--- src/rtl/vga_timing_gen.sv ---
// rtl/vga_timing_gen.sv - parametrised VGA raster timing and text-cell address generator
module vga_timing_gen #(
  parameter int H_VISIBLE    = 800,
  parameter int H_FRONT      = 56,
  parameter int H_SYNC       = 120,
  parameter int H_BACK       = 64,
  parameter int V_VISIBLE    = 600,
  parameter int V_FRONT      = 37,
  parameter int V_SYNC       = 6,
  parameter int V_BACK       = 23,
  parameter bit HSYNC_POL    = 1'b0,
  parameter bit VSYNC_POL    = 1'b0,
  parameter int CHAR_W       = 8,
  parameter int CHAR_H       = 10,
  parameter int LOAD_LEAD    = 7,
  parameter int DESIGN_DELAY = 2,
  parameter int COORD_W      = 11,
  parameter int COL_W        = 7,
  parameter int ROW_W        = 6,
  parameter int BLINK_BIT    = 5,
  parameter int XCHAR_W      = (CHAR_W > 1) ? $clog2(CHAR_W) : 1,
  parameter int YCHAR_W      = (CHAR_H > 1) ? $clog2(CHAR_H) : 1
) (
  input  logic               clk,
  input  logic               reset,
  input  logic               ce,
  output logic               hsync,
  output logic               vsync,
  output logic [COORD_W-1:0] xpos,
  output logic [COORD_W-1:0] ypos,
  output logic [XCHAR_W-1:0] xchar,
  output logic [YCHAR_W-1:0] ychar,
  output logic [COL_W-1:0]   xtext,
  output logic [ROW_W-1:0]   ytext,
  output logic               drawing,
  output logic               loading,
  output logic               clk_load_char,
  output logic               clk_load_design,
  output logic               clk_draw_char,
  output logic               line_start,
  output logic               frame_start,
  output logic [7:0]         frame_count,
  output logic               blink
);

  localparam int H_TOTAL = H_BACK + H_VISIBLE + H_FRONT + H_SYNC;
  localparam int V_TOTAL = V_BACK + V_VISIBLE + V_FRONT + V_SYNC;
  localparam int LOG2_CW = $clog2(CHAR_W);

  // Line layout: back porch, visible, front porch, sync.
  localparam logic [COORD_W-1:0] H_LAST     = COORD_W'(H_TOTAL - 1);
  localparam logic [COORD_W-1:0] H_DRAW_BEG = COORD_W'(H_BACK);
  localparam logic [COORD_W-1:0] H_DRAW_END = COORD_W'(H_BACK + H_VISIBLE);
  localparam logic [COORD_W-1:0] H_SYNC_BEG = COORD_W'(H_BACK + H_VISIBLE + H_FRONT);
  localparam logic [COORD_W-1:0] H_LOAD_BEG = COORD_W'(H_BACK - LOAD_LEAD);
  localparam logic [COORD_W-1:0] H_LOAD_END = COORD_W'(H_BACK + H_VISIBLE - LOAD_LEAD);
  localparam logic [COORD_W-1:0] H_DSGN_BEG = COORD_W'(H_BACK - LOAD_LEAD + DESIGN_DELAY);
  localparam logic [COORD_W-1:0] H_DSGN_END = COORD_W'(H_BACK + H_VISIBLE - LOAD_LEAD + DESIGN_DELAY);

  localparam logic [COORD_W-1:0] V_LAST     = COORD_W'(V_TOTAL - 1);
  localparam logic [COORD_W-1:0] V_DRAW_BEG = COORD_W'(V_BACK);
  localparam logic [COORD_W-1:0] V_DRAW_END = COORD_W'(V_BACK + V_VISIBLE);
  localparam logic [COORD_W-1:0] V_SYNC_BEG = COORD_W'(V_BACK + V_VISIBLE + V_FRONT);

  // CHAR_W is a power of two, so "mod CHAR_W" is a mask and "/CHAR_W" a shift.
  localparam logic [COORD_W-1:0] CW_MASK    = COORD_W'(CHAR_W - 1);
  localparam logic [YCHAR_W-1:0] CH_LAST    = YCHAR_W'(CHAR_H - 1);

  logic [COORD_W-1:0] xpos_q, xpos_d;
  logic [COORD_W-1:0] ypos_q, ypos_d;
  logic [7:0]         frame_q, frame_d;
  logic [YCHAR_W-1:0] cell_line_q, cell_line_d;
  logic [ROW_W-1:0]   cell_row_q, cell_row_d;

  logic               hdraw;
  logic               vdraw;
  logic               hload;
  logic               hdsgn;
  logic [COORD_W-1:0] dx;
  logic [COORD_W-1:0] lx;
  logic [COORD_W-1:0] ldx;

  // Window decode and cell offsets from the current raster position.
  always_comb begin
    hdraw = (xpos_q >= H_DRAW_BEG) && (xpos_q < H_DRAW_END);
    vdraw = (ypos_q >= V_DRAW_BEG) && (ypos_q < V_DRAW_END);
    hload = (xpos_q >= H_LOAD_BEG) && (xpos_q < H_LOAD_END);
    hdsgn = (xpos_q >= H_DSGN_BEG) && (xpos_q < H_DSGN_END);
    dx    = xpos_q - H_DRAW_BEG;
    lx    = xpos_q - H_LOAD_BEG;
    ldx   = xpos_q - H_DSGN_BEG;
  end

  // Raster, frame and text-row counters; everything holds while ce is low.
  always_comb begin
    xpos_d      = xpos_q;
    ypos_d      = ypos_q;
    frame_d     = frame_q;
    cell_line_d = cell_line_q;
    cell_row_d  = cell_row_q;
    if (ce) begin
      if (xpos_q == H_LAST) begin
        xpos_d = '0;
        if (ypos_q == V_LAST) begin
          ypos_d  = '0;
          frame_d = frame_q + 8'd1;
        end else begin
          ypos_d = ypos_q + COORD_W'(1);
        end
        // Rows are counted incrementally from the first visible line instead of dividing ypos.
        if (ypos_d == V_DRAW_BEG) begin
          cell_line_d = '0;
          cell_row_d  = '0;
        end else if (vdraw) begin
          if (cell_line_q == CH_LAST) begin
            cell_line_d = '0;
            cell_row_d  = cell_row_q + ROW_W'(1);
          end else begin
            cell_line_d = cell_line_q + YCHAR_W'(1);
          end
        end
      end else begin
        xpos_d = xpos_q + COORD_W'(1);
      end
    end
  end

  // State register with asynchronous restart at (0,0), frame 0.
  always_ff @(posedge clk or posedge reset) begin
    if (reset) begin
      xpos_q      <= '0;
      ypos_q      <= '0;
      frame_q     <= '0;
      cell_line_q <= '0;
      cell_row_q  <= '0;
    end else begin
      xpos_q      <= xpos_d;
      ypos_q      <= ypos_d;
      frame_q     <= frame_d;
      cell_line_q <= cell_line_d;
      cell_row_q  <= cell_row_d;
    end
  end

  // Outputs are pure decode of the registers, forced to idle values while reset is held.
  always_comb begin
    xpos            = xpos_q;
    ypos            = ypos_q;
    hsync           = ~HSYNC_POL;
    vsync           = ~VSYNC_POL;
    drawing         = 1'b0;
    loading         = 1'b0;
    xchar           = '0;
    ychar           = '0;
    xtext           = '0;
    ytext           = '0;
    clk_load_char   = 1'b0;
    clk_load_design = 1'b0;
    clk_draw_char   = 1'b0;
    line_start      = 1'b0;
    frame_start     = 1'b0;
    frame_count     = '0;
    blink           = 1'b0;
    if (!reset) begin
      hsync           = (xpos_q >= H_SYNC_BEG) ? HSYNC_POL : ~HSYNC_POL;
      vsync           = (ypos_q >= V_SYNC_BEG) ? VSYNC_POL : ~VSYNC_POL;
      drawing         = hdraw && vdraw;
      loading         = hload && vdraw;
      if (hdraw && vdraw) begin
        xchar = XCHAR_W'(dx & CW_MASK);
        ychar = cell_line_q;
      end
      if (hload && vdraw) begin
        xtext = COL_W'(lx >> LOG2_CW);
      end
      if (vdraw) begin
        ytext = cell_row_q;
      end
      // Load strobes fire on every cell boundary of the load window regardless of vdraw.
      clk_load_char   = hload && ((lx & CW_MASK) == '0);
      clk_load_design = hdsgn && ((ldx & CW_MASK) == '0);
      clk_draw_char   = hdraw && vdraw && ((dx & CW_MASK) == '0);
      line_start      = (xpos_q == '0);
      frame_start     = (xpos_q == '0) && (ypos_q == '0);
      frame_count     = frame_q;
      blink           = frame_q[BLINK_BIT];
    end
  end

endmodule

--- config.mk ---
export PLATFORM = sky130hd
export DESIGN_NAME = vga_timing_gen
export DESIGN_NICKNAME = d
export VERILOG_FILES = /design/src/rtl/vga_timing_gen.sv
export SDC_FILE = /design/constraint.sdc
export NUM_CORES = 1
export LEC_CHECK = 0
export ABC_CLOCK_PERIOD_IN_PS = 2400
export BUFFER_PORTS_ARGS = -buffer_cell sky130_fd_sc_hd__buf_2
export CAP_MARGIN = 20
export CORE_MARGIN = 2
export CORE_UTILIZATION = 40
export DETAILED_ROUTE_END_ITERATION = 8
export SLEW_MARGIN = 20
export SYNTH_ARGS = -nofsm -noshare
export SYNTH_HDL_FRONTEND = slang
export SYNTH_SLANG_ARGS = --single-unit
--- constraint.sdc ---
create_clock -name clk -period 2.4 [get_ports clk]
set_input_delay 0.12 -clock clk [delete_from_list [all_inputs] [get_ports clk]]
set_output_delay 0.12 -clock clk [all_outputs]
set_load 0.02 [all_outputs]
==> results of run 1 <==
state kept, by name, summed over array words and instances, names as in the netlist:
name / cells
xpos: 11
cell_row_q: 6
cell_line_q: 4
frame_q: 8
ypos: 11
report_power, final:
part	switching [mW]	internal [mW]	total (mW)
logic	0.573	0.348	0.921
clock network	0.259	0.203	0.462
registers	0.0878	0.730	0.818
path summary, 6_finish.rpt:
check / slack, ps / startpoint / depth (start not counted) / to
max: 10 / ypos[0] / 7 / clk_draw_char
min in group clk: 90 / ce / 2 / xpos[2]
max in group asynchronous: 1560 / reset / 3 / ypos[5]
max reg2reg: 250 / xpos[1] / 7 / cell_line_q[0]
min: -10 / reset / 2 / cell_row_q[3]
min reg2reg: 480 / frame_q[7] / 1 / frame_q[7]
layout make-up:
type                    instances  share of cell area [%]
well taps                      96                    3.42
repair buffers                 90                    15.1
inverters                      15                    1.60
flip-flops and latches         40                    28.7
clock inverters                 3                   0.535
multi-input cells             255                    48.6
clock buffers                   5                    1.96
cells by family (layout without fill, tap and decap cells):
group / count (synthesis) / count (layout) / synth area share [%]
adder cells (fa/ha/maj): 12 / 12 / 5.31
AND/OR/NAND/NOR: 152 / 152 / 29.0
multiplexers: 5 / 5 / 1.81
buffers and inverters: 43 / 113 / 6.73
XOR/XNOR: 29 / 29 / 8.98
AO/OA/AOI/OAI: 57 / 57 / 12.7
flip-flops: 40 / 40 / 35.4
layout by cell type, fill, tap and decap left out, types with 3 or more instances in the layout:
master / Yosys / layout
buf_2: 10 / 59
o21ai_0: 17 / 17
or3_1: 3 / 3
inv_1: 15 / 15
o211ai_1: 3 / 3
dfrtp_1: 40 / 34
nor2b_1: 10 / 10
nor4_1: 9 / 6
a21oi_1: 17 / 17
a31oi_1: 3 / 3
o22ai_1: 3 / 3
nor4_2: 0 / 3
xor2_1: 9 / 9
and4_1: 3 / 3
nand4_1: 13 / 13
buf_4: 2 / 29
dfrtp_2: 0 / 6
nor3_1: 13 / 11
o31ai_1: 3 / 3
ha_1: 12 / 11
clkbuf_8: 0 / 5
mux2i_1: 4 / 4
nand3_1: 17 / 17
xnor2_1: 20 / 20
nor2_1: 31 / 31
and3_1: 19 / 18
nand2_1: 23 / 22
repair_timing:
action,in CTS,in global routing
setup endpoints to repair,16,17
resized for setup,3,18
buffers inserted,0,6
pin swaps,2,7
routing by layer:
metal | global-route usage, % | wire, um | up-vias
met5 | 0 | 0 | -
met4 | 5.51 | 74 | 0
met3 | 3.49 | 559 | 6
met2 | 31.0 | 3480 | 101
met1 | 29.3 | 3530 | 1277
li1 | - | - | 1331
==> results.cfg, run 1 <==
[logic_synthesis]
synth_top_cell_area_share_pct = 35.4
synthDistinctLibCells = 45
ys_warn_count = 0
avgSynthCellArea_um2 = 8.37
synth_common_cells = dfrtp_1 (40), nor2_1 (31), nand2_1 (23)
synth_area_um2 = 2830
synth_fp_nets = 353
syn_inst = 338
yosysSeqAreaShare_pct = 35.4
synth_edf_count = 0
synth_most_common_cell = dfrtp_1
ys_top_cells_by_area = dfrtp_1 (35%), xnor2_1 (6.2%), ha_1 (5.3%)
synth-seq-cells = 40
async_reset_ff_share_pct = 100
yosys.area.top_type = dfrtp_1
synth_ff_type = dfrtp_1

[worst_setup_path]
path_max_fanout = 8
crit_required_ps = 2280
crit_type = register to output port
path_cells = ha_4 -> nor2b_1 -> o211ai_1 -> a311o_2 -> nor3_4 -> and3_4 -> buf_6
critPathSlowestCell = a311o_2
critPathBufInv = 1
max_stage_delay_ps = 520
end_kind = output port
cp-start-kind = register
critical_path.top_delay_family = compound AO/OA/AOI/OAI gates
crit_arrival_ps = 2270

[run_status]
outcome = finished with violations
violations = hold timing

[floorplan]
num_io_pins = 63
die_h_um = 88.1
core_area_um2 = 6830
rows = 30
initial_core_util_pct = 41.4
die_x_um = 88.1
dieArea_um2 = 7760

[placement]
gp_congestion = 0.882
placedCellCount = 490
preCtsSetupSlack_ps = 226
hpwl_mm = 5.53
numPortBuffers = 62
place_area_um2 = 3300

[cts]
cts.htree.levels = 2
clock_latency_ps = 300
clk_pin_slew_ps = 90
cts_buffers = 5
ctsHoldBuffers = 0
ctsRootBufferMaster = clkbuf_8
clockBufferDepth = 2
cts_tree = done
cts_sinks = 40

[routing]
drtPass1Iterations = 4
viasPerCell = 5.39
ant_nets = 0
drt-wirelength-per-cell_um = 15.2
wl_mm = 7.65
route.vias.total = 2715
drc = 0
drt_iter0_drc = 179

[power_and_ir_drop]
power.density_nw_per_um2 = 627
power_mw = 2.20
p_leak_nw = 1.69
vdd.ir_drop.worst_mv = 0.557

[timing]
finalSetupTns_ps = 0
grt_setup_unrepaired = true
drv_slew = 0
setup_viol = 0
relSlewSlack_pct = 60.1
finalClockSkew_ps = 6.99
final_hold_viol_count = 11
layout_setup_ws_ps = 12.4
worst_slew_pin_slew_ps = 598
fmaxAchievable_mhz = 419
period_share_pct = 99.5
fin_crit_ps = 2390
hold_ws_ps = -11.1

[layout]
insertedDiodeCount = 0
layoutNonFillerInstCount = 504
syn_to_final_growth_pct = 24.1
fin_util_pct = 51.4
drive_above_1_share_pct = 30.1
multi_input_area_um2 = 1710
fillers = 678
fin_nets = 422
seq_area_um2 = 1010
final_area_um2 = 3510

[run]
drv_cap = 0

[global_route]
antenna_found_initial = 0
grt.total_usage_pct = 20.1
grt_pass1_wl_mm = 12.3
grt_max_degree = 30
grt_pass1_vias = 2497
grt.overflow.total = 0

[hold_path]
worstHoldPathType = primary input to async pin
No activity file was read; power rests on OpenSTA's default activity.
==> run 2: changes to the inputs <==
--- a/config.mk
+++ b/config.mk
@@ -11,6 +11,7 @@
 export CORE_MARGIN = 2
 export CORE_UTILIZATION = 40
 export DETAILED_ROUTE_END_ITERATION = 8
+export RECOVER_POWER = 50
 export SLEW_MARGIN = 20
 export SYNTH_ARGS = -nofsm -noshare
 export SYNTH_HDL_FRONTEND = slang
==> run 2 against run 1 <==
The flow now finishes without violations. Hold slack improved by 100 ps. Cell count unchanged. Power about the same. Critical endpoint unchanged.
==> results.cfg, run 2 (synthesized netlist as in run 1, its figures left out) <==
[cts]
clock_latency_ps = 300
cts_sinks = 40
cts_tree = done
clk_pin_slew_ps = 80
ctsRootBufferMaster = clkbuf_8
cts.htree.levels = 2
cts_buffers = 5
clockBufferDepth = 2

[worst_setup_path]
r2r_cells = 7
cp-start-kind = register
r2r-end = cell_line_q[0]
crit_required_ps = 2280
path_max_fanout = 8
critPathSlowestCell = a311o_2
end_kind = output port
r2r-start = xpos[1]
crit_arrival_ps = 2270
crit_type = register to output port
path_cells = ha_4 -> nor2b_1 -> o211ai_1 -> a311o_2 -> nor3_4 -> and3_4 -> buf_6
r2r_setup_slack_ps = 250
max_stage_delay_ps = 520

[timing]
worst_slew_pin_slew_ps = 759
hold_ws_ps = 89.2
relSlewSlack_pct = 49.4
final_hold_viol_count = 0
period_share_pct = 99.5
fmaxAchievable_mhz = 419
fin_crit_ps = 2390
finalClockSkew_ps = 7.00
setup_viol = 0
drv_slew = 0
grt_setup_unrepaired = true

[layout]
final_common_cell = buf_2
drive_above_1_share_pct = 29.9
fin_nets = 422
final_area_um2 = 3500
insertedDiodeCount = 0
multi_input_area_um2 = 1710
syn_to_final_growth_pct = 23.9
mostFrequentLayoutCells = buf_2 (58), dfrtp_1 (34), nor2_1 (31)
fillers = 679
seq_area_um2 = 1010

[power_and_ir_drop]
power_mw = 2.20
power.density_nw_per_um2 = 628
vdd.ir_drop.worst_mv = 0.557
p_leak_nw = 1.69

[floorplan]
core_area_um2 = 6830
initial_core_util_pct = 41.4
die_h_um = 88.1
num_io_pins = 63
dieArea_um2 = 7760
rows = 30
die_x_um = 88.1

[hold_path]
hold_path_depth = 2
hp-start = ce
holdPathEnd = xpos[2]
worstHoldPathType = primary input to register

[routing]
viasPerCell = 5.39
drtPass1Iterations = 4
wl_mm = 7.65
drc = 0
ant_nets = 0
route.vias.total = 2715
drt-wirelength-per-cell_um = 15.2
drt_iter0_drc = 179

[run_status]
outcome = completed

[global_route]
grt_pass1_wl_mm = 12.3
grt.overflow.total = 0
grt_max_degree = 30
grt_pass1_vias = 2497
antenna_found_initial = 0
grt.total_usage_pct = 20.1

[placement]
numPortBuffers = 62
gp_congestion = 0.882
hpwl_mm = 5.53
place_area_um2 = 3300

[run]
drv_cap = 0
## run 2: power by group
part	switching [mW]	total (mW)	leakage [nW]	internal [mW]
Clock	0.259	0.462	0.0479	0.203
Sequential	0.0878	0.818	0.496	0.730
Combinational	0.573	0.920	1.14	0.347
## run 2: timing repair
action / in CTS / in global routing
buffers inserted: 0 / 6
hold endpoints to repair: 0 / 0
resized for setup: 3 / 18
pin swaps: 2 / 7
hold buffers: 0 / 0
setup endpoints to repair: 16 / 17
## run 2: worst max path at each step
stage                          end  depth (start not counted)  startpoint
finish               clk_draw_char                          7     ypos[0]
global route              ychar[0]                          7     ypos[0]
CTS                  clk_draw_char                          7     ypos[1]
detailed placement  cell_line_q[1]                          6     ypos[2]
global placement    cell_line_q[1]                          6     ypos[2]
floorplan                 xchar[0]                          7     ypos[1]
## run 2: through the flow
step | instances | setup WS, ps | setup TNS [ps] | util, %
floorplan | 338 | -95.4 | -480 | -
global placement | 490 | 245 | 0 | 48.3
detailed placement | 490 | 226 | 0 | 48.3
CTS | 498 | 6.65 | 0 | 49.7
global route | 504 | -35.8 | -239 | 51.3
finish | 504 | 12.3 | 0 | 51.3
## run 2: cell type report
| cell class | count | area share (%) |
|---|---|---|
| multi-input cells | 255 | 48.7 |
| flip-flops and latches | 40 | 28.8 |
| repair buffers | 90 | 15.0 |
| well taps | 96 | 3.43 |
| clock buffers | 5 | 1.96 |
| inverters | 15 | 1.61 |
| clock inverters | 3 | 0.536 |
## run 2: worst max-delay path: cells and delay by family (launching register included)
family	cells	cell delay, ps
compound gates	2	650
fa+ha+maj	1	140
buf+inv	1	110
flops	1	440
simple gates	3	630
## run 2: layer usage
metal	vias to the layer above	part of all wire, %	global-route usage (%)	routed length [um]
met1	1277	46	29.3	3530
li1	1331	-	-	-
met3	6	7.3	3.49	559
met4	0	0.97	5.51	74
met2	101	46	31.0	3480
met5	-	0	0	0
